File: src/rtl/uart_tx_pkg.sv
// Shared definitions for the buffered UART transmitter: serialiser states,
// oversampling ratio and the baud-rate divisor calculation.
package uart_tx_pkg;

    localparam int unsigned OVERSAMPLE = 16;

    typedef enum logic [1:0] {
        IDLE  = 2'd0,
        START = 2'd1,
        DATA  = 2'd2,
        STOP  = 2'd3
    } tx_state_e;

    // Rounded divisor from the system clock to one oversampling tick.
    // rate: 0=4800, 1=9600, 2=19200, 3=38400 baud.
    function automatic int unsigned baud_div(input int unsigned sys_clk, input logic [1:0] rate);
        int unsigned baud;
        baud = 32'd4800 << rate;
        return (sys_clk + (OVERSAMPLE / 2) * baud) / (OVERSAMPLE * baud);
    endfunction

endpackage

File: src/rtl/uart_baud_tick.sv
// Free-running oversampling tick generator. The limit follows b_rate_i
// immediately; a counter already past a newly smaller limit wraps on the
// next clock.
module uart_baud_tick
    import uart_tx_pkg::*;
#(
    parameter int unsigned SYS_CLK = 100000000
) (
    input  logic       clk_i,
    input  logic       rst_ni,
    input  logic [1:0] b_rate_i,
    output logic       s_tick_o
);

    localparam int unsigned DIV0  = baud_div(SYS_CLK, 2'd0);
    localparam int unsigned DIV1  = baud_div(SYS_CLK, 2'd1);
    localparam int unsigned DIV2  = baud_div(SYS_CLK, 2'd2);
    localparam int unsigned DIV3  = baud_div(SYS_CLK, 2'd3);
    // 4800 baud has the largest divisor, so it sizes the counter.
    localparam int unsigned CNT_W = (DIV0 > 1) ? $clog2(DIV0) : 1;

    logic [CNT_W-1:0] cnt_q;
    logic [CNT_W-1:0] cnt_d;
    logic [CNT_W-1:0] lim;

    // Select the terminal count and compute the tick and next count.
    always_comb begin
        lim = CNT_W'(DIV0 - 1);
        case (b_rate_i)
            2'd0:    lim = CNT_W'(DIV0 - 1);
            2'd1:    lim = CNT_W'(DIV1 - 1);
            2'd2:    lim = CNT_W'(DIV2 - 1);
            default: lim = CNT_W'(DIV3 - 1);
        endcase
        s_tick_o = (cnt_q == lim);
        cnt_d    = (cnt_q >= lim) ? '0 : cnt_q + 1'b1;
    end

    // Divider counter register.
    always_ff @(posedge clk_i or negedge rst_ni) begin
        if (!rst_ni) begin
            cnt_q <= '0;
        end else begin
            cnt_q <= cnt_d;
        end
    end

endmodule

File: src/rtl/uart_byte_fifo.sv
// First-word-fall-through byte FIFO. Pointers carry one extra bit so that
// equal low bits with differing MSBs mean full. Flags are registered from
// the next pointer values. A push into a full FIFO is accepted only when a
// pop happens on the same clock.
module uart_byte_fifo
    import uart_tx_pkg::*;
#(
    parameter int DBITS  = 8,
    parameter int ADDR_W = 4
) (
    input  logic             clk_i,
    input  logic             rst_ni,
    input  logic             wr_i,
    input  logic [DBITS-1:0] wdata_i,
    input  logic             rd_i,
    output logic [DBITS-1:0] rdata_o,
    output logic             full_o,
    output logic             empty_o
);

    localparam int DEPTH = 2 ** ADDR_W;

    logic [DBITS-1:0]  mem_q [DEPTH];
    logic [ADDR_W:0]   wr_ptr_q, wr_ptr_d;
    logic [ADDR_W:0]   rd_ptr_q, rd_ptr_d;
    logic              full_q, full_d;
    logic              empty_q, empty_d;
    logic              rd_en;
    logic              wr_en;

    // Qualify push/pop and derive next pointers and flags.
    always_comb begin
        rd_en    = rd_i && !empty_q;
        wr_en    = wr_i && (!full_q || rd_en);
        wr_ptr_d = wr_ptr_q + (ADDR_W + 1)'(wr_en);
        rd_ptr_d = rd_ptr_q + (ADDR_W + 1)'(rd_en);
        empty_d  = (wr_ptr_d == rd_ptr_d);
        full_d   = (wr_ptr_d[ADDR_W] != rd_ptr_d[ADDR_W]) &&
                   (wr_ptr_d[ADDR_W-1:0] == rd_ptr_d[ADDR_W-1:0]);
    end

    // Pointer and flag registers.
    always_ff @(posedge clk_i or negedge rst_ni) begin
        if (!rst_ni) begin
            wr_ptr_q <= '0;
            rd_ptr_q <= '0;
            full_q   <= 1'b0;
            empty_q  <= 1'b1;
        end else begin
            wr_ptr_q <= wr_ptr_d;
            rd_ptr_q <= rd_ptr_d;
            full_q   <= full_d;
            empty_q  <= empty_d;
        end
    end

    // Storage array; contents need no reset since the pointers gate them.
    always_ff @(posedge clk_i) begin
        if (wr_en) begin
            mem_q[wr_ptr_q[ADDR_W-1:0]] <= wdata_i;
        end
    end

    assign rdata_o = mem_q[rd_ptr_q[ADDR_W-1:0]];
    assign full_o  = full_q;
    assign empty_o = empty_q;

endmodule

File: src/rtl/uart_serialiser.sv
// Frame serialiser: start bit, DBITS data bits LSB first, SBITS stop bits,
// each bit lasting OVERSAMPLE ticks. done_o fires combinationally on the last
// stop tick so the FIFO pops on the same edge the FSM returns to IDLE.
module uart_serialiser
    import uart_tx_pkg::*;
#(
    parameter int DBITS = 8,
    parameter int SBITS = 1
) (
    input  logic             clk_i,
    input  logic             rst_ni,
    input  logic             s_tick_i,
    input  logic             start_i,
    input  logic [DBITS-1:0] din_i,
    output logic             tx_o,
    output logic             idle_o,
    output logic             done_o
);

    localparam int unsigned STOP_TICKS = OVERSAMPLE * SBITS;
    localparam int          TCNT_W     = $clog2(STOP_TICKS);
    localparam int          BCNT_W     = (DBITS > 1) ? $clog2(DBITS) : 1;

    tx_state_e         state_q, state_d;
    logic [TCNT_W-1:0] tick_q, tick_d;
    logic [BCNT_W-1:0] bit_q, bit_d;
    logic [DBITS-1:0]  shreg_q, shreg_d;

    // Next-state, counters, shift register and line outputs.
    always_comb begin
        state_d = state_q;
        tick_d  = tick_q;
        bit_d   = bit_q;
        shreg_d = shreg_q;
        tx_o    = 1'b1;
        idle_o  = 1'b0;
        done_o  = 1'b0;
        case (state_q)
            IDLE: begin
                idle_o = 1'b1;
                if (start_i) begin
                    shreg_d = din_i;
                    tick_d  = '0;
                    state_d = START;
                end
            end
            START: begin
                tx_o = 1'b0;
                if (s_tick_i) begin
                    if (tick_q == TCNT_W'(OVERSAMPLE - 1)) begin
                        tick_d  = '0;
                        bit_d   = '0;
                        state_d = DATA;
                    end else begin
                        tick_d = tick_q + 1'b1;
                    end
                end
            end
            DATA: begin
                tx_o = shreg_q[0];
                if (s_tick_i) begin
                    if (tick_q == TCNT_W'(OVERSAMPLE - 1)) begin
                        tick_d  = '0;
                        shreg_d = shreg_q >> 1;
                        if (bit_q == BCNT_W'(DBITS - 1)) begin
                            state_d = STOP;
                        end else begin
                            bit_d = bit_q + 1'b1;
                        end
                    end else begin
                        tick_d = tick_q + 1'b1;
                    end
                end
            end
            STOP: begin
                if (s_tick_i) begin
                    if (tick_q == TCNT_W'(STOP_TICKS - 1)) begin
                        done_o  = 1'b1;
                        state_d = IDLE;
                    end else begin
                        tick_d = tick_q + 1'b1;
                    end
                end
            end
            default: state_d = IDLE;
        endcase
    end

    // Control registers: state and counters.
    always_ff @(posedge clk_i or negedge rst_ni) begin
        if (!rst_ni) begin
            state_q <= IDLE;
            tick_q  <= '0;
            bit_q   <= '0;
        end else begin
            state_q <= state_d;
            tick_q  <= tick_d;
            bit_q   <= bit_d;
        end
    end

    // Data shift register; IDLE forces the line high, so no reset needed.
    always_ff @(posedge clk_i) begin
        shreg_q <= shreg_d;
    end

endmodule

File: src/rtl/uart_tx_top.sv
// Buffered UART transmitter: byte FIFO feeding the serialiser, paced by the
// baud tick generator. The serialiser pops the FIFO at the end of each frame
// and starts the next one whenever the FIFO is non-empty.
module uart_tx_top
    import uart_tx_pkg::*;
#(
    parameter int          DBITS   = 8,
    parameter int          SBITS   = 1,
    parameter int unsigned SYS_CLK = 100000000,
    parameter int          ADDR_W  = 4
) (
    input  logic             clk,
    input  logic             rst,
    input  logic             wr_uart,
    input  logic [DBITS-1:0] wr_data,
    input  logic [1:0]       b_rate,
    output logic             tx,
    output logic             tx_full,
    output logic             tx_empty,
    output logic             tx_idle,
    output logic             tx_done
);

    logic             s_tick;
    logic [DBITS-1:0] rd_data;

    uart_baud_tick #(
        .SYS_CLK (SYS_CLK)
    ) u_baud (
        .clk_i    (clk),
        .rst_ni   (rst),
        .b_rate_i (b_rate),
        .s_tick_o (s_tick)
    );

    uart_byte_fifo #(
        .DBITS  (DBITS),
        .ADDR_W (ADDR_W)
    ) u_fifo (
        .clk_i   (clk),
        .rst_ni  (rst),
        .wr_i    (wr_uart),
        .wdata_i (wr_data),
        .rd_i    (tx_done),
        .rdata_o (rd_data),
        .full_o  (tx_full),
        .empty_o (tx_empty)
    );

    uart_serialiser #(
        .DBITS (DBITS),
        .SBITS (SBITS)
    ) u_ser (
        .clk_i    (clk),
        .rst_ni   (rst),
        .s_tick_i (s_tick),
        .start_i  (!tx_empty),
        .din_i    (rd_data),
        .tx_o     (tx),
        .idle_o   (tx_idle),
        .done_o   (tx_done)
    );

endmodule

File: config.mk
export PLATFORM = sky130hd
export DESIGN_NAME = uart_tx_top
export DESIGN_NICKNAME = d
export VERILOG_FILES = /design/src/rtl/uart_tx_pkg.sv /design/src/rtl/uart_baud_tick.sv /design/src/rtl/uart_byte_fifo.sv /design/src/rtl/uart_serialiser.sv /design/src/rtl/uart_tx_top.sv
export SDC_FILE = /design/constraint.sdc
export NUM_CORES = 1
export LEC_CHECK = 0
export BUFFER_PORTS_ARGS = -buffer_cell sky130_fd_sc_hd__buf_4
export CAP_MARGIN = 5
export CORE_MARGIN = 2
export CORE_UTILIZATION = 61
export CTS_CLUSTER_DIAMETER = 50
export DETAILED_ROUTE_END_ITERATION = 12
export HOLD_SLACK_MARGIN = 0.02
export PLACE_DENSITY = 0.89
export SLEW_MARGIN = 0
export SYNTH_ARGS = -nofsm -noshare
export SYNTH_HDL_FRONTEND = slang
export SYNTH_SLANG_ARGS = --single-unit
File: constraint.sdc
create_clock -name clk -period 3.9 [get_ports clk]
set_clock_uncertainty 0.1 [all_clocks]
set_input_delay 0.39 -clock clk [delete_from_list [all_inputs] [get_ports clk]]
set_output_delay 0.39 -clock clk [all_outputs]
set_load 0.1 [all_outputs]
== Word-level counts from Yosys, hierarchy flattened ==
Memory sizes are Yosys's and may differ from the RTL's.
Index checks and enable logic that the tools add are counted.

* Register bits after elaboration: 40
* Memory bits (writable): 128
* Bits of input ports: 13
* Word-level logic and storage cells: 87
* Memories: 1

* Add/sub/neg operators: 5
* Order comparisons: 1
* Equal/unequal tests: 22
* Muxes and demuxes: 34
* Reduce and logical (&&, ||, !) cells: 15

{| class="wikitable"
|+ Memory list
! memory !! words !! bits a word !! rd ports !! clocked after memory_dff !! write ports !! RTL line !! source
|-
| u_fifo.mem_q || 16 || 8 || 1 || 0 || 1 || uart_byte_fifo.sv:23 || <nowiki>logic [DBITS-1:0] mem_q [DEPTH];</nowiki>
|}

{| class="wikitable"
|+ Operator list
! cell !! number
|-
| $pmux W11 S3 || 1
|-
| $mux W8 || 3
|-
| $mux W4 || 5
|-
| $mux W2 || 8
|-
| $pmux W8 S2 || 1
|-
| $mux W3 || 5
|-
| $ne A2 B2 Y1 const B || 6
|-
| $pmux W4 S3 || 1
|-
| $add A11 B1 Y11 const B || 1
|-
| $eq A11 B11 Y1 || 1
|-
| $ge A11 B11 Y1 || 1
|-
| $mux W11 || 1
|-
| $add A5 B1 Y5 || 2
|-
| $ne A2 B1 Y1 const B || 5
|-
| $pmux W2 S4 || 1
|-
| $reduce_and A4 Y1 || 2
|-
| $reduce_and A8 Y1 || 1
|-
| $eq A2 B2 Y1 const B || 3
|-
| $mux W1 || 6
|-
| $pmux W3 S2 || 1
|-
| $reduce_and A6 Y1 || 1
|-
| $eq A5 B5 Y1 || 1
|-
| $add A4 B1 Y4 const B || 1
|-
| $eq A2 B1 Y1 const B || 2
|-
| other kinds (12) || 17
|}

== Logic depth before layout (Yosys ltp) ==
Gate-level depths: netlist (run 1).

* Depth in word-level cells: 11
* Depth in mapped cells: 14

== Hierarchy ==
Synthesis (run 1) repeated with hierarchy kept, for this count alone.

* Cell total of the unflattened synthesis: 408
* Area total of the unflattened synthesis: 7309.5 µm²

{| class="wikitable"
|+ By module, submodules not included
! module !! instances !! cells an instance !! area an instance (µm²) !! sequential area each (µm²)
|-
| uart_byte_fifo || 1 || 249 || 5570.3 || 4145.2
|-
| uart_serialiser || 1 || 75 || 944.7 || 465.4
|-
| uart_baud_tick || 1 || 83 || 790.8 || 275.3
|-
| uart_tx_top || 1 || 1 || 3.8 || 0.0
|}

== Worst setup path after synthesis (run 1) ==
No wires, ideal clock.

* Path kind: in2reg
* Start point: input port b_rate[0]
* End point: register u_fifo.empty_q, in the netlist u_fifo.empty_o
* Library setup time: 0.069 ns
* Arrival: 3.364 ns
* Required time: 3.731 ns
* Path slack: 0.367 ns
* Stages: 13
* Buffers on the path: 1
* Path through: or2_2 > ha_1 > nand2_1 > or4_1 > buf_4 > o31ai_4 > and2_1 > ha_1 > ha_1 > xor2_1 > xor2_1 > or4_1 > nor2b_1

* Longest elaborated chain between the ends: 10
* Elaborated cells on any way between the ends: 13
* Those cells by class: add/sub (2); eq/ne (4); mux (3); reduce/logical (4)

{| class="wikitable"
|+ RTL lines
! element !! RTL line !! source
|-
| start, declared || uart_tx_top.sv:16 || <nowiki>input logic [1:0] b_rate,</nowiki>
|-
| $eq A2 B2 Y1 (tied with other cells) || uart_baud_tick.sv:29 || <nowiki>case (b_rate_i)</nowiki>
|-
| $pmux W11 S3 * || uart_baud_tick.sv:29 ||
|-
| $eq A11 B11 Y1 * || uart_baud_tick.sv:35 || <nowiki>s_tick_o = (cnt_q == lim);</nowiki>
|-
| $mux W1 * || uart_serialiser.sv:76 || <nowiki>if (s_tick_i) begin</nowiki>
|-
| $mux W1 * || uart_serialiser.sv:38 || <nowiki>case (state_q)</nowiki>
|-
| $logic_and A1 B1 Y1 * || uart_byte_fifo.sv:33 || <nowiki>rd_en = rd_i && !empty_q;</nowiki>
|-
| $logic_or A1 B1 Y1 * || uart_byte_fifo.sv:34 || <nowiki>wr_en = wr_i && (!full_q || rd_en);</nowiki>
|-
| $logic_and A1 B1 Y1 * || uart_byte_fifo.sv:34 ||
|-
| $add A5 B1 Y5 * || uart_byte_fifo.sv:35 || <nowiki>wr_ptr_d = wr_ptr_q + (ADDR_W + 1)'(wr_en);</nowiki>
|-
| net u_fifo.wr_ptr_d[2] || uart_byte_fifo.sv:24 || <nowiki>logic [ADDR_W:0] wr_ptr_q, wr_ptr_d;</nowiki>
|-
| $eq A5 B5 Y1 * || uart_byte_fifo.sv:37 || <nowiki>empty_d = (wr_ptr_d == rd_ptr_d);</nowiki>
|-
| net u_fifo.empty_d || uart_byte_fifo.sv:27 || <nowiki>logic empty_q, empty_d;</nowiki>
|-
| end signal, assigned || uart_byte_fifo.sv:53 || <nowiki>empty_q <= empty_d;</nowiki>
|-
| end, declared || uart_byte_fifo.sv:27 ||
|}

The timed path passes the listed nets; every way through them passes the cells marked *.
A chain may end at the register's enable or synchronous reset.

== Worst setup path after layout (run 1) ==
* Start point: register u_baud.cnt_q[5]
* End point: register u_fifo.empty_q, in the netlist u_fifo.empty_o

* Longest elaborated chain between the ends: 8
* Elaborated cells on any way between the ends: 9
* Those cells by class: add/sub (2); eq/ne (2); mux (2); reduce/logical (3)

{| class="wikitable"
|+ RTL lines
! element !! RTL line !! source
|-
| start, declared || uart_baud_tick.sv:22 || <nowiki>logic [CNT_W-1:0] cnt_q;</nowiki>
|-
| start signal, assigned || uart_baud_tick.sv:44 || <nowiki>cnt_q <= cnt_d;</nowiki>
|-
| $eq A11 B11 Y1 || uart_baud_tick.sv:35 ||
|-
| $mux W1 || uart_serialiser.sv:76 ||
|-
| $mux W1 || uart_serialiser.sv:38 ||
|-
| $logic_and A1 B1 Y1 || uart_byte_fifo.sv:33 ||
|-
| $logic_or A1 B1 Y1 || uart_byte_fifo.sv:34 ||
|-
| $logic_and A1 B1 Y1 || uart_byte_fifo.sv:34 ||
|-
| $add A5 B1 Y5 || uart_byte_fifo.sv:35 ||
|-
| net u_fifo.wr_ptr_d[2] || uart_byte_fifo.sv:24 ||
|-
| $eq A5 B5 Y1 || uart_byte_fifo.sv:37 ||
|-
| net u_fifo.empty_d || uart_byte_fifo.sv:27 ||
|}

The timed path passes the listed nets, and every way through them passes these cells.

==> results.sh, run 1 <==
export IMPL_drtIter0Drc=380
export IMPL_path_common_cell="ha_1"
export IMPL_drive_above_1_share_pct=21.0
export IMPL_worstPathRequired_ns=4.16
export IMPL_synth_edf_count=136
export IMPL_drv_cap=0
export IMPL_rsz0062_at_grt="no"
export IMPL_synth_seq_cells=168
export IMPL_synth_area_um2=7270
export IMPL_worstRegToRegCells=11
export IMPL_cts_sinks=168
export IMPL_status="complete, but fails checks"
export IMPL_timing_final_crit_share_pct=92.6
export IMPL_avgSynthCellArea_um2=16.3
export IMPL_grt_first_pass_wirelength_um=23100
export IMPL_max_freq_mhz=277
export IMPL_seq_area_frac_synth_pct=67.2
export IMPL_regArea_um2=4890
export IMPL_dp_hpwl_um=9390
export IMPL_vias=4032
export IMPL_final_util_pct=71.1
export IMPL_root_buffer="clkbuf_16"
export IMPL_p_int_uw=3480
export IMPL_clkPwrFrac_pct=30.7
export IMPL_clk_pin_slew_worst_paths_ns=0.07
export IMPL_initial_utilization_pct=63.1
export IMPL_p_leak_uw=0.00294
export IMPL_chipHeight_um=113
export IMPL_rows=39
export IMPL_drt_wl_total_um=14600
export IMPL_core_area_um2=11500
export IMPL_ant_nets=0
export IMPL_fin_nets=523
export IMPL_crit_slowest_cell="or4_1"
export IMPL_crit_chain="ha_1 > nand2_1 > or4_1 > o31ai_4 > and2_1 > ha_1 > ha_1 > xor2_1 > xor2_1 > or4_1 > nor2b_1"
export IMPL_synth_nets=483
export IMPL_crit_fanout=6
export IMPL_synth_main_ff_cell="edfxtp_1"
export IMPL_mostFrequentLayoutCells="136 x edfxtp_1, 50 x nor2_1, 37 x buf_4"
export IMPL_post_route_min_period_ns=3.61
export IMPL_hold_violations=0
export IMPL_tns_ns=0
export IMPL_violations="DRC"
export IMPL_arrival_ns=3.87
export IMPL_grt_max_degree=33
export IMPL_slew_violations=0
export IMPL_die_area_um2=12800
export IMPL_final_common_cell="edfxtp_1"
export IMPL_tritoncts="done"
export IMPL_first_pass_iters=9
export IMPL_end_kind="register"
export IMPL_yosys_warnings=0
export IMPL_multiInputGateArea_um2=2230
export IMPL_netlist_cell_type_count=47
export IMPL_drcViolationCount=2
export IMPL_worst_setup_path_start_kind="register"
export IMPL_switching_power_uw=1630
export IMPL_p_per_area_nw_per_um2=624
export IMPL_grt_use_total_pct=24.9
export IMPL_vias_per_cell=6.27
export IMPL_n_fill_cell=685
export IMPL_worst_setup_path_type="reg2reg"
export IMPL_ir_drop_mv=0.432
export IMPL_gp_congestion=0.830
export IMPL_clockBufferDepth=2
export IMPL_holdPathStages=1
export IMPL_cts_max_level=4
export IMPL_area_delta_synth_final_pct=12.7
export IMPL_synthCells=447
export IMPL_die_w_um=113
export IMPL_power_frac_seq_pct=46.9
export IMPL_power_frac_comb_pct=22.4
export IMPL_io_pins=18
export IMPL_p_sw_share_pct=31.9
export IMPL_slew_headroom_pct=23.9
export IMPL_wire_per_inst_um=22.7
export IMPL_diodes=0
export IMPL_tightest_slew_ns=1.14
export IMPL_min_path_type="in2reg"
export IMPL_first_global_vias=4134
export IMPL_crit_path_max_incr_delay_ns=0.67
export IMPL_grt_overflow_total=0
export IMPL_portBuffers=17
export IMPL_setup_viol=0
export IMPL_antenna_found_initial=1
export IMPL_async_reset_ff_share_pct=19.0
export IMPL_cts_made_buffers=17
export IMPL_worstSkewPairLatency_ns=0.43
## kinds of logic after synthesis
family                   count (synthesis)  synth area share (%)
XOR/XNOR                                20                  2.41
flip-flops                             168                  67.2
multiplexers                            37                  11.2
buffers and inverters                   29                  2.03
adder cells (fa/ha/maj)                 23                  3.96
AO/OA/AOI/OAI                           41                  4.46
AND/OR/NAND/NOR                        129                  8.73
## cell usage after synthesis (2+ instances only)
cell type / count / area share [%]
o2bb2ai_1: 3 / 0.36
mux4_1: 7 / 2.5
mux2i_1: 3 / 0.41
buf_8: 2 / 0.41
a21oi_1: 4 / 0.28
or4_1: 2 / 0.21
nand3_1: 14 / 0.96
xor2_1: 14 / 1.7
a211oi_1: 8 / 0.83
dfrtp_1: 31 / 11
a2111oi_2: 2 / 0.41
a2111oi_0: 5 / 0.60
nor2_1: 50 / 2.6
ha_1: 23 / 4.0
and2_1: 5 / 0.43
o21ai_0: 9 / 0.62
nor3_1: 9 / 0.62
a21o_1: 3 / 0.31
xnor2_1: 6 / 0.72
nand2_1: 16 / 0.83
nand4_1: 3 / 0.26
edfxtp_1: 136 / 56
clkbuf_1: 8 / 0.41
nand3b_1: 5 / 0.52
inv_1: 12 / 0.62
nand2b_1: 3 / 0.26
mux4_2: 26 / 8.1
buf_2: 4 / 0.28
nor2b_1: 16 / 1.4
## metrics by stage
stage,hold slack (ns),setup slack (ns),cell area (µm²),power [µW],instances
CTS,0.163,0.334,8190,5120,643
detailed placement,0.256,0.0249,7620,3550,610
global route,0.183,0.109,8190,5340,643
floorplan,-0.00559,0.367,7270,3200,447
global placement,0.247,0.207,7620,3450,610
finish,0.172,0.289,8190,5110,643
## sequential cells by signal (all words and copies together) (netlist names)
| name | flops |
|---|---|
| u_baud.cnt_q | 11 |
| u_ser.bit_q | 3 |
| u_ser.tick_q | 4 |
| u_fifo.wr_ptr_q | 5 |
| u_ser.state_q | 2 |
| u_ser.shreg_q | 8 |
| u_fifo.rd_ptr_q | 5 |
| u_fifo.empty_o | 1 |
| u_fifo.full_o | 1 |
| u_fifo.mem_q | 128 |
## power by group through the flow
stage,registers (µW),clock network [µW],logic [µW]
floorplan,2420,0,778
global placement,2400,0,1050
detailed placement,2430,0,1130
CTS,2390,1580,1140
global route,2420,1660,1260
finish,2400,1570,1150
## cell type report
class / instances / area share [%]
sequential: 168 / 59.7
timing repair buffer: 38 / 3.51
inverter: 12 / 0.550
tap: 143 / 2.18
clock buffer: 17 / 5.19
clock inverter: 15 / 1.62
multi-input combinational: 250 / 27.3
## critical path, delay by kind of cell (launching register included)
kind                       cells  cell delay (ns)
xor gates and xnor gates       2             0.35
DFF                            1             0.46
AOI/OAI and AO/OA              1             0.32
and+or+nand+nor                5             1.61
adders and majority gates      3             0.70
## path summary, 6_finish.rpt
| path | startpoint | end | slack, ns |
|---|---|---|---|
| min reg2reg | u_fifo.wr_ptr_q[4] | u_fifo.wr_ptr_q[4] | 0.43 |
| min in group asynchronous | rst | u_baud.cnt_q[4] | 0.34 |
| max in group asynchronous | rst | u_fifo.empty_o | 3.04 |
| max reg2reg | u_baud.cnt_q[5] | u_fifo.empty_o | 0.29 |
| min | wr_data[7] | u_fifo.mem_q[6][7] | 0.17 |
| max | u_baud.cnt_q[5] | u_fifo.empty_o | 0.29 |
## routing by layer
layer  vias to the layer above  GRT usage (%)  wire length, µm
li1                       1796              -                -
met1                      2022           32.9             5980
met2                       178           39.3             7260
met3                        36           6.86              898
met4                         0           11.1              452
met5                         -              0                0
## repair_timing
item                                   4_1_cts  5_1_grt
buffers inserted                             0        0
gates resized for setup                      0        0
endpoints found under the hold margin       31        0
hold buffers                                 1        0
Note: power is estimated with default switching activity, not from simulation.
==> run 2, diff against run 1 <==
- CELL_PAD_IN_SITES_DETAIL_PLACEMENT: not set -> 0
- CELL_PAD_IN_SITES_GLOBAL_PLACEMENT: not set -> 1
- CORE_MARGIN: 2 -> 3
- CORE_UTILIZATION: 61 -> 53
- PLACE_DENSITY: 0.89 -> 0.9
==> run 2 against run 1 <==
The run now ends clean. First-iteration DRC count decreased by 14%. Sequential share of layout area decreased by 0.49 points. Via count decreased by 1.2%. Routed wire length decreased by 1.8%. Core utilization decreased by 9.3 points. Clock power about the same. Hold slack improved by 0.0016 ns. Die area increased by 18%. Combinational power decreased by 3%. Critical path type unchanged. Largest cell class unchanged. Highest routed layer unchanged.
==> results.sh, run 2 (synthesis gave the netlist of run 1 again) <==
export IMPL_worst_setup_path_start_kind="register"
export IMPL_worst_setup_path_type="reg2reg"
export IMPL_timing_final_crit_share_pct=88.2
export IMPL_slew_violations=0
export IMPL_first_pass_iters=5
export IMPL_root_buffer="clkbuf_16"
export IMPL_fin_nets=524
export IMPL_stdcell_count=677
export IMPL_mostFrequentLayoutCells="136 x edfxtp_1, 50 x nor2_1, 37 x buf_4"
export IMPL_clk_pin_slew_worst_paths_ns=0.07
export IMPL_reg2reg_slack_ns=0.46
export IMPL_portBuffers=17
export IMPL_grt_use_total_pct=20.2
export IMPL_initial_utilization_pct=54.4
export IMPL_final_util_pct=61.9
export IMPL_post_place_ws_ns=0.110
export IMPL_cts_setup_buffers=0
export IMPL_dp_hpwl_um=9190
export IMPL_crit_fanout=5
export IMPL_arrival_ns=3.68
export IMPL_n_fill_cell=950
export IMPL_antenna_found_initial=0
export IMPL_fin_ws_ns=0.462
export IMPL_core_area_um2=13300
export IMPL_grt_first_pass_wirelength_um=22000
export IMPL_wire_per_inst_um=21.2
export IMPL_status="completed"
export IMPL_io_pins=18
export IMPL_grt_max_degree=33
export IMPL_post_route_min_period_ns=3.44
export IMPL_first_global_vias=3924
export IMPL_max_freq_mhz=291
export IMPL_cts_hold_buf=1
export IMPL_setup_viol=0
export IMPL_die_area_um2=15100
export IMPL_tightest_slew_ns=1.16
export IMPL_slew_headroom_pct=23.0
export IMPL_cts_resized=0
export IMPL_clockBufferDepth=2
export IMPL_min_path_type="in2reg"
export IMPL_drtIter0Drc=328
export IMPL_design_area_um2=8260
export IMPL_post_dp_cell_area_um2=7680
export IMPL_vias=3982
export IMPL_rsz0062_at_grt="no"
export IMPL_p_per_area_nw_per_um2=618
export IMPL_worstRegToRegCells=11
export IMPL_chipHeight_um=123
export IMPL_die_w_um=123
export IMPL_cts_made_buffers=17
export IMPL_largest_register_ffs=128
export IMPL_grt_overflow_total=0
export IMPL_gp_congestion=0.874
export IMPL_end_kind="register"
export IMPL_drive_above_1_share_pct=21.0
export IMPL_worstSkewPairLatency_ns=0.42
export IMPL_area_delta_synth_final_pct=13.6
export IMPL_tritoncts="done"
export IMPL_hold_violations=0
export IMPL_p_leak_uw=0.00296
export IMPL_rows=42
export IMPL_vias_per_cell=5.88
export IMPL_cts_sinks=168
export IMPL_final_common_cell="edfxtp_1"
export IMPL_tns_ns=0
export IMPL_worstPathRequired_ns=4.15
export IMPL_cts_max_level=4
export IMPL_diodes=0
export IMPL_ir_drop_mv=0.339
export IMPL_dp_cells=644
export IMPL_drv_cap=0
export IMPL_ant_nets=0
export IMPL_drt_wl_total_um=14300
export IMPL_holdPathStages=1
export IMPL_drcViolationCount=0
## run 2: cell count changes in the layout (fill, tap and decap cells not counted), sizes merged
| cell | before | now |
|---|---|---|
| clkbuf | 17 | 18 |
| clkinvlp | 2 | 1 |
| inv | 21 | 20 |
| buf | 37 | 38 |
| bufinv | 0 | 1 |
## run 2: metal layers
layer | track usage, % | wire length, µm
met1 | 27.8 | 6200
met2 | 30.8 | 6900
met4 | 7.82 | 314
met3 | 5.63 | 900
met5 | 0 | 0
## run 2: final timing paths
kind | start | end
max | u_baud.cnt_q[6] | u_fifo.empty_o
min in group asynchronous | rst | u_baud.cnt_q[10]
min | wr_data[7] | u_fifo.mem_q[0][7]
min reg2reg | u_fifo.wr_ptr_q[4] | u_fifo.wr_ptr_q[4]
max reg2reg | u_baud.cnt_q[6] | u_fifo.empty_o
max in group asynchronous | rst | u_fifo.empty_o
## run 2: final cells by class
cell class                      instances  area (µm²)  share of cell area (%)
Clock buffer                           18         429                    5.20
Clock inverter                         14         135                    1.64
Inverter                               12        45.0                   0.546
Multi-Input combinational cell        250        2230                    27.0
Sequential cell                       168        4890                    59.2
Tap cell                              176         220                    2.67
Timing Repair Buffer                   39         308                    3.73
## run 2: power by group
part	switching (µW)	total, µW	internal [µW]
combinational	713	1110	397
sequential	147	2390	2250
clock	702	1600	896
## run 2: critical path, stage by stage, from the launching register on
cell	delay (ns)
dfrtp_1	0.43
ha_1	0.33
nand3_1	0.09
or4_1	0.60
o31ai_4	0.30
and2_1	0.16
ha_1	0.16
ha_1	0.18
xor2_1	0.23
xor2_1	0.09
or4_1	0.55
nor2b_1	0.14
## run 2: metrics by stage
stage | power, µW | hold slack [ns]
after CTS | 5130 | 0.156
final | 5100 | 0.173
after detailed placement | 3530 | 0.255
after floorplan | 3200 | -0.00559
after global placement | 3460 | 0.248
after global routing | 5350 | 0.178
==> run 3, diff against run 2 <==
- PLACE_DENSITY: 0.9 -> 0.79
==> run 3 against run 2 <==
Non-clock buffer count up 2. Hold slack better by 0.013 ns. Register-to-register slack worse by 0.02 ns. Total power up 0.94%. Sequential power about the same. Core utilization up 0.18 points. Routed wire length down 4.2%. Critical path depth unchanged. Critical path type unchanged. Critical endpoint unchanged. Largest cell class unchanged.
==> results.sh, run 3 (synthesis gave the netlist of run 1 again) <==
export IMPL_status="completed"
export IMPL_hold_violations=0
export IMPL_mostFrequentLayoutCells="136 x edfxtp_1, 50 x nor2_1, 40 x buf_4"
export IMPL_cts_made_buffers=17
export IMPL_die_w_um=123
export IMPL_cts_resized=0
export IMPL_chipHeight_um=123
export IMPL_ant_nets=0
export IMPL_n_fill_cell=960
export IMPL_gp_congestion=0.858
export IMPL_wl_met3_um=603
export IMPL_post_route_min_period_ns=3.46
export IMPL_crit_fanout=5
export IMPL_initial_utilization_pct=54.4
export IMPL_tritoncts="done"
export IMPL_drv_cap=0
export IMPL_tightest_slew_ns=0.876
export IMPL_fin_ws_ns=0.444
export IMPL_slew_headroom_pct=41.3
export IMPL_stdcell_count=679
export IMPL_wire_per_inst_um=20.2
export IMPL_portBuffers=17
export IMPL_cts_sinks=168
export IMPL_area_delta_synth_final_pct=14.0
export IMPL_vias_per_cell=5.72
export IMPL_p_leak_uw=0.00297
export IMPL_min_path_type="in2reg"
export IMPL_p_per_area_nw_per_um2=622
export IMPL_max_freq_mhz=289
export IMPL_post_place_ws_ns=0.0672
export IMPL_rsz0062_at_grt="no"
export IMPL_antenna_found_initial=0
export IMPL_fin_nets=526
export IMPL_worst_setup_path_type="reg2reg"
export IMPL_arrival_ns=3.72
export IMPL_grt_use_total_pct=19.9
export IMPL_first_pass_iters=5
export IMPL_core_area_um2=13300
export IMPL_clk_pin_slew_worst_paths_ns=0.07
export IMPL_top_layer_used="met4"
export IMPL_power_uw=5150
export IMPL_timing_final_crit_share_pct=88.6
export IMPL_first_global_vias=3880
export IMPL_worstSkewPairLatency_ns=0.42
export IMPL_cts_setup_buffers=0
export IMPL_regArea_um2=4890
export IMPL_root_buffer="clkbuf_16"
export IMPL_dp_cells=646
export IMPL_rows=42
export IMPL_die_area_um2=15100
export IMPL_worstPathRequired_ns=4.16
export IMPL_largest_register_ffs=128
export IMPL_cts_hold_buf=1
export IMPL_drcViolationCount=0
export IMPL_vias=3885
export IMPL_clockBufferDepth=2
export IMPL_tns_ns=0
export IMPL_m1WireLength_um=6080
export IMPL_cts_max_level=4
export IMPL_hold_slack_ns=0.186
export IMPL_ir_drop_mv=0.342
export IMPL_io_pins=18
export IMPL_grt_overflow_total=0
export IMPL_end_kind="register"
export IMPL_drt_wl_total_um=13700
export IMPL_diodes=0
export IMPL_grt_max_degree=33
export IMPL_drive_above_1_share_pct=21.1
export IMPL_final_common_cell="edfxtp_1"
export IMPL_multiInputGateArea_um2=2230
export IMPL_dr_wl_met2_um=6900
export IMPL_worst_setup_path_start_kind="register"
export IMPL_setup_viol=0
export IMPL_grt_first_pass_wirelength_um=21800
export IMPL_slew_violations=0
export IMPL_dp_hpwl_um=9150
export IMPL_drtIter0Drc=231
run 3: cell types whose count changed in the layout (fill, tap and decap cells not counted):
cell,previous run,this run
buf_12,1,0
buf_4,37,40
inv_8,2,1
clkinv_1,1,2
bufinv_16,1,2
clkinv_2,2,0
clkinv_4,1,2
run 3: through the flow:
step                      instance area (µm²)  util (%)
final                                    8280      62.0
after global routing                     8280      62.0
after CTS                                8280      62.0
after detailed placement                 7680      57.6
after global placement                   7680      57.6
after floorplan                          7270         -
run 3: worst paths after layout:
check / from / endpoint / slack, ns / cells past startpoint
max in group asynchronous: rst / u_fifo.empty_o / 3.02 / 2
min in group asynchronous: rst / u_baud.cnt_q[4] / 0.35 / 2
max: u_baud.cnt_q[6] / u_fifo.empty_o / 0.44 / 11
min reg2reg: u_fifo.wr_ptr_q[4] / u_fifo.wr_ptr_q[4] / 0.41 / 2
min: wr_data[7] / u_fifo.mem_q[1][7] / 0.19 / 1
max reg2reg: u_baud.cnt_q[6] / u_fifo.empty_o / 0.44 / 11
run 3: worst max-delay path: stages (launching register included):
cell	delay, ns
dfrtp_1	0.44
ha_1	0.33
nand3_1	0.11
or4_1	0.63
o31ai_4	0.29
and2_1	0.16
ha_1	0.17
ha_1	0.18
xor2_1	0.22
xor2_1	0.09
or4_1	0.55
nor2b_1	0.13
run 3: cell type report:
type	count	area share, %
multi-input cells	250	27.0
clock inverters	14	1.89
flip-flops and latches	168	59.0
inverters	12	0.544
well taps	176	2.66
clock buffers	18	5.18
repair buffers	41	3.75
run 3: metal layers:
metal | vias up | track usage [%]
met5 | - | 0
met4 | 0 | 6.30
met3 | 10 | 4.44
met2 | 89 | 31.6
met1 | 1971 | 27.8
li1 | 1815 | -
run 3: power by group:
group	switching [µW]	leakage [µW]	total [µW]	internal, µW
sequential	146	0.00165	2390	2240
clock	703	0.000284	1660	957
combinational	704	0.00104	1100	395
total	1550	0.00297	5150	3600
